**config.mk**
```make
export PLATFORM = sky130hd
export DESIGN_NAME = parking_slot_allocator
export DESIGN_NICKNAME = d
export VERILOG_FILES = /design/src/rtl/parking_slot_allocator.sv
export SDC_FILE = /design/constraint.sdc
export NUM_CORES = 1
export LEC_CHECK = 0
export ABC_AREA = 1
export CAP_MARGIN = 40
export CORE_ASPECT_RATIO = 0.7
export CORE_MARGIN = 3
export CORE_UTILIZATION = 26
export CTS_BUF_LIST = sky130_fd_sc_hd__clkbuf_16
export DETAILED_ROUTE_END_ITERATION = 6
export GPL_TIMING_DRIVEN = 0
export PLACE_DENSITY = 0.43
export SKIP_LAST_GASP = 1
export SLEW_MARGIN = 20
export SYNTH_ARGS = -nofsm -noshare
export SYNTH_HDL_FRONTEND = slang
export SYNTH_SLANG_ARGS = --single-unit
```
**constraint.sdc**
```tcl
create_clock -name clk -period 2.6 [get_ports clk]
set_input_delay 0.26 -clock clk [delete_from_list [all_inputs] [get_ports clk]]
set_output_delay 0.26 -clock clk [all_outputs]
set_load 0.1 [all_outputs]
```
**src/rtl/parking_slot_allocator.sv**
```systemverilog
// parking_slot_allocator: tracks 4 slots, grants the lowest free slot, frees on exit, times the gate
module parking_slot_allocator #(
  parameter int GATE_CYCLES = 4
) (
  input  logic       clk,
  input  logic       rst,
  input  logic       entry_req,
  input  logic       exit_req,
  input  logic [1:0] exit_slot,
  output logic [1:0] L,
  output logic [3:0] occupied,
  output logic [2:0] count,
  output logic       full,
  output logic       entry_grant,
  output logic       entry_denied,
  output logic       exit_ack,
  output logic       exit_err,
  output logic       gate_open
);
  typedef enum logic {IDLE, GATE} state_t;
  localparam logic [7:0] GC = 8'(GATE_CYCLES);
  state_t state, state_nx;
  logic [7:0] timer;
  logic idle, exit_ok, serve_entry, serve_exit;
  logic [1:0] free_slot;
  // request arbitration: entry beats exit unless the lot is full
  always_comb begin
    idle = state == IDLE;
    exit_ok = exit_req && occupied[exit_slot];
    serve_entry = idle && entry_req && !full;
    serve_exit = idle && !serve_entry && exit_ok;
    free_slot = !occupied[0] ? 2'd0 : !occupied[1] ? 2'd1 : !occupied[2] ? 2'd2 : 2'd3;
  end
  // next state: a served request opens the gate, timer expiry closes it
  always_comb begin
    state_nx = (serve_entry || serve_exit) ? GATE : (state == GATE && timer == 8'd1) ? IDLE : state;
  end
  // state, gate timer, occupancy bookkeeping and one-cycle pulses
  always_ff @(posedge clk) begin
    if (rst) begin
      state <= IDLE;
      timer <= '0;
      L <= '0;
      occupied <= '0;
      count <= '0;
      full <= 1'b0;
      entry_grant <= 1'b0;
      entry_denied <= 1'b0;
      exit_ack <= 1'b0;
      exit_err <= 1'b0;
    end else begin
      state <= state_nx;
      timer <= (serve_entry || serve_exit) ? GC : timer - {7'd0, timer != 8'd0};
      entry_grant <= serve_entry;
      exit_ack <= serve_exit;
      exit_err <= idle && exit_req && !occupied[exit_slot] && !serve_entry;
      entry_denied <= idle && entry_req && full && !exit_ok;
      if (serve_entry) begin
        L <= free_slot;
        occupied[free_slot] <= 1'b1;
        count <= count + 3'd1;
        full <= count == 3'd3;
      end else if (serve_exit) begin
        occupied[exit_slot] <= 1'b0;
        count <= count - 3'd1;
        full <= 1'b0;
      end
    end
  end
  // gate is open for every cycle spent in GATE
  always_comb begin
    gate_open = state == GATE;
  end
endmodule

```
Word-level counts from Yosys, hierarchy flattened
Cells that the tools add are included.
- add/sub/neg operators: 3
- order comparisons: 4
- eq/ne operators: 2
- multiplexer cells: 18
- bitwise gates (word level): 4
- reductions and logical operators: 22
- operator list (cell ; count):
    logical AND 1 bit ; 13
    two-way mux 3 bit ; 3
    == test 8 x 1 -> 1 bit, second input constant ; 1
    two-way mux 1 bit ; 8
    two-way mux 4 bit ; 2
    nonzero test 8 bit ; 1
    subtractor 8 x 1 -> 8 bit ; 1
    < comparator 2 x 3 -> 1 bit, second input constant ; 2
    AND 4 bit ; 1
    demux 1 bit (select 2 bit) ; 2
    >= comparator 2 x 1 -> 1 bit, second input constant ; 2
    logical NOT 1 bit ; 4
    two-way mux 2 bit ; 2
    inverter 4 bit ; 1
    OR 4 bit ; 1
    nonzero test 2 bit ; 2
    adder 3 x 1 -> 3 bit, second input constant ; 1
    == test 3 x 2 -> 1 bit, second input constant ; 1
    subtractor 3 x 1 -> 3 bit, second input constant ; 1
    binary-select mux 1 bit (select 2 bit) ; 1
    OR reduction 2 bit ; 1
    logical OR 1 bit ; 1
    inverter 1 bit ; 1
- bits in registers: 23
- bits of input ports: 6
- output and inout port bits: 15

Longest topological paths before layout
- depth after elaboration: 9
- gate-level depth with buffers: 10
- gate-level depth less buffers: 10

Worst setup path before layout
Ideal clock, no wire load.
- kind: register -> register
- start point: register full
- end point: register count[1]
- library setup time: 0.132 ns
- data arrival time: 1.897 ns
- data required time: 2.468 ns
- path slack: 0.571 ns
- cell stages (with the launch flop): 7
- buffers on the path: 1
- clock period less this slack: 2.029 ns
- cells stage by stage: dfxtp_1 > inv_2 > nand3_4 > buf_6 > fa_1 > nand2_1 > a21oi_1
- longest elaborated chain between the ends: 6
- elaborated cells between the ends (all ways): 7
- ends and longest elaborated chain (item ; line ; source):
    start, declared ; 13 ; output logic full,
    start signal, assigned ; 46 ; full <= 1'b0;
    start signal, assigned ; 62 ; full <= count == 3'd3;
    start signal, assigned ; 66 ; full <= 1'b0;
    logical NOT 1 bit * ; 30 ; serve_entry = idle && entry_req && !full;
    logical AND 1 bit * ; 30 ;
    logical NOT 1 bit ; 31 ; serve_exit = idle && !serve_entry && exit_ok;
    logical AND 1 bit (2 in series) ; 31 ;
    nonzero test 2 bit (no source line) ; -- ;
    end signal, assigned ; 61 ; count <= count + 3'd1;
    end signal, assigned ; 65 ; count <= count - 3'd1;
    end, declared ; 12 ; output logic [2:0] count,
Every way passes the cells marked *; elsewhere a longest branch is shown, timed or not.
A chain may end at the register's enable or synchronous reset.

Worst setup path after layout
- start point: register timer[5]
- end point: register timer[6]
- longest elaborated chain between the ends: 2
- ends and longest elaborated chain (item ; line ; source):
    start, declared ; 23 ; logic [7:0] timer;
    start signal, assigned ; 53 ; timer <= (serve_entry || serve_exit) ? GC : timer - {7'd0, timer != 8'd0};
    nonzero test 8 bit ; 53 ;
    subtractor 8 x 1 -> 8 bit * ; 53 ;
Marked as above.

==> impl_metrics.tcl <==
set metrics [dict create \
    coreArea_sq_mm 0.00402 \
    tightest_slew_ns 0.509 \
    cts-buffers-inserted 3 \
    period_share_pct 71.4 \
    regArea_sq_um 460 \
    maxCapViolations 0 \
    top_usage_layer "met2" \
    fillers 398 \
    row_count 19 \
    rr_startpoint "timer[5]" \
    drv_slew 0 \
    use_met3_pct 3.66 \
    first_global_vias 917 \
    cts_resized 0 \
    cts_hold_buf 0 \
    combPwrFrac_pct 45.3 \
    hold_start "L[1]" \
    yosys.area.top_type "dfxtp_1" \
    port_buffers 20 \
    synth.most_common_cell "nand2_1" \
    synth_seq_area_share_pct 41.2 \
    async_flop_share_pct 0 \
    clk_pin_slew_ns 0.06 \
    initialDrtViolationCount 31 \
    slew_headroom_pct 66.0 \
    clock-root-buffer "clkbuf_16" \
    finalNetCount 196 \
    drtPass1Iterations 4 \
    setup_violations 0 \
    tns_ns 0 \
    status "finished, final reports clean" \
    syn_avg_cell_area_sq_um 7.65 \
    power.density_mw_per_mm2 884 \
    hold_viol 0 \
    drc 0 \
    clockPowerShare_pct 22.1 \
    end_kind "register" \
    reg2reg_depth 9 \
    worstPathRequired_ns 2.75 \
    min_path_cells 2 \
    synthDistinctLibCells 25 \
    fin_util_pct 42.0 \
    min_to "L[1]" \
    cts_num_sinks 23 \
    ys_ff_latch 23 \
    p_leak_nw 0.732 \
    yosysTopAreaCellShare_pct 41.2 \
    fin_total_pwr_mw 1.49 \
    antenna-diode-count 0 \
    postRouteAntennaNets 0 \
    worstSkewPairLatency_ns 0.25 \
    cts_setup_buffers 0 \
    syn_to_final_growth_pct 51.1 \
    multi_input_area_sq_um 571 \
    worstReg2RegEnd "timer[6]" \
    max_freq_mhz 539 \
    swShare_pct 38.8 \
    synthTopCellsByArea "dfxtp_1 (41%), nand2_1 (11%), nor2_1 (5.7%), a21oi_1 (5.4%), inv_1 (5.0%)" \
    grtUsageMet2_pct 15.1 \
    period_minus_slack_ns 1.86 \
    syn_nets 156 \
    grtUsageMet1_pct 14.9 \
    die_y_microns 60.8 \
    routed_wirelength_microns 2480 \
    die_area_sq_mm 0.00513 \
    hp-class "register to register" \
    critPathKind "register to register" \
    start_util_pct 27.8 \
    crit_fanout 4 \
    pin_count 21 \
    fin_skew_ns 0.00435 \
    syn_area_sq_mm 0.00112 \
    seq_power_share_pct 32.6 \
    startpoint "timer[5]" \
    vias 1009 \
    grt_max_degree 14 \
    synth_cells 146 \
    vdd.ir_drop.worst_mv 0.472 \
    yosysWarnings 0 \
    rrSetupSlack_ns 0.74 \
    setup.worst_path.start_class "register" \
    viasPerCell 4.26 \
    place.gp.congestion 0.739 \
    cts_tree "built" \
    drive_above_1_share_pct 18.4 \
    grt_pass1_wl_microns 4130 \
    cts_max_level 1 \
    clockBufferDepth 2 \
    hpwl_microns 1940 \
    antenna_found_initial 0 \
    die_w_microns 84.4 \
    synthTopCellsByCount "nand2_1 (34), dfxtp_1 (23), nor2_1 (17), inv_1 (15), a21oi_1 (12)" \
    arrival_ns 2.00 \
    p_int_mw 0.913 \
    synth_ff_type "dfxtp_1" \
    wl_per_cell_microns 10.5 \
    grt_setup_unrepaired "no" \
    synth_edf_count 0 \
    grt_overflow 0 \
    net-switching-power_mw 0.579 \
    grt_use_total_pct 10.3 \
]
## cells in the final DEF (no fill, tap or decap), drive strengths merged
cell type	netlist	final
buf	1	16
nor3	1	1
o21ai	3	3
nand4	3	3
dfxtp	23	23
nor3b	2	2
clkdlybuf4s50	0	20
xnor2	1	1
clkinv	0	1
inv	19	19
a21oi	12	12
nand3	12	12
nor2	17	17
nand3b	2	2
clkbuf	1	4
fa	1	1
or2	2	2
nand2	40	40
ha	3	3
o21a	1	1
xor2	2	2
## cell type report
cell class	instances	share of cell area, %
well taps	52	3.85
multi-input cells	102	33.8
inverters	19	4.23
repair buffers	35	25.2
plain buffers	2	0.890
clock inverters	1	0.297
flip-flops and latches	23	27.3
clock buffers	3	4.45
## cell families (layout without fill, tap and decap cells)
logic type	after synthesis	in the layout	synth area share [%]
flops	23	23	41.2
fa+ha+maj	4	4	5.15
simple gates	79	79	36.2
buf+inv	21	60	7.73
compound gates	16	16	7.39
xor+xnor	3	3	2.35
## power groups by stage
stage,clock network [mW],registers (mW),logic (mW)
after floorplan,0,0.604,0.387
after global placement,0,0.492,0.622
after detailed placement,0,0.494,0.678
after CTS,0.345,0.487,0.683
after global routing,0.355,0.496,0.759
final,0.330,0.486,0.676
## registers in the layout, summed over array words and instances, names as in the netlist
register,flops
timer,8
count,3
entry_grant,1
full,1
exit_err,1
L,2
entry_denied,1
exit_ack,1
gate_open,1
occupied,4
## through the flow
step           instance area [sq um]  hold WS [ns]  setup slack [ns]  cells
2_1_floorplan                   1120         0.352             0.571    146
3_3_place_gp                    1380         0.453             0.677    218
3_5_place_dp                    1610         0.471             0.694    233
4_1_cts                         1690         0.481             0.732    237
5_1_grt                         1690         0.516             0.525    237
6_report                        1690         0.476             0.745    237
## worst max-delay path by stage
stage	endpoint	slack, ns	depth (start not counted)
after floorplan	count[1]	0.57	6
after global placement	count[2]	0.68	9
after detailed placement	count[2]	0.69	9
after CTS	timer[6]	0.73	9
after global routing	timer[6]	0.52	9
final	timer[6]	0.74	9
## critical path, cell delays in order (launching register included)
cell and delay [ns]:
dfxtp_1 0.33, nor2_1 0.14, nor3b_1 0.31, nand4_1 0.17, ha_1 0.22, ha_1 0.22
nand3b_1 0.12, nor2_1 0.06, xnor2_1 0.13, nor2_1 0.05
## routing by layer
metal,part of all wire (%),vias up
met5,0,-
met4,0.85,0
met3,5.2,2
met2,40,16
met1,54,446
li1,-,545
No activity file was read; power rests on OpenSTA's default activity.
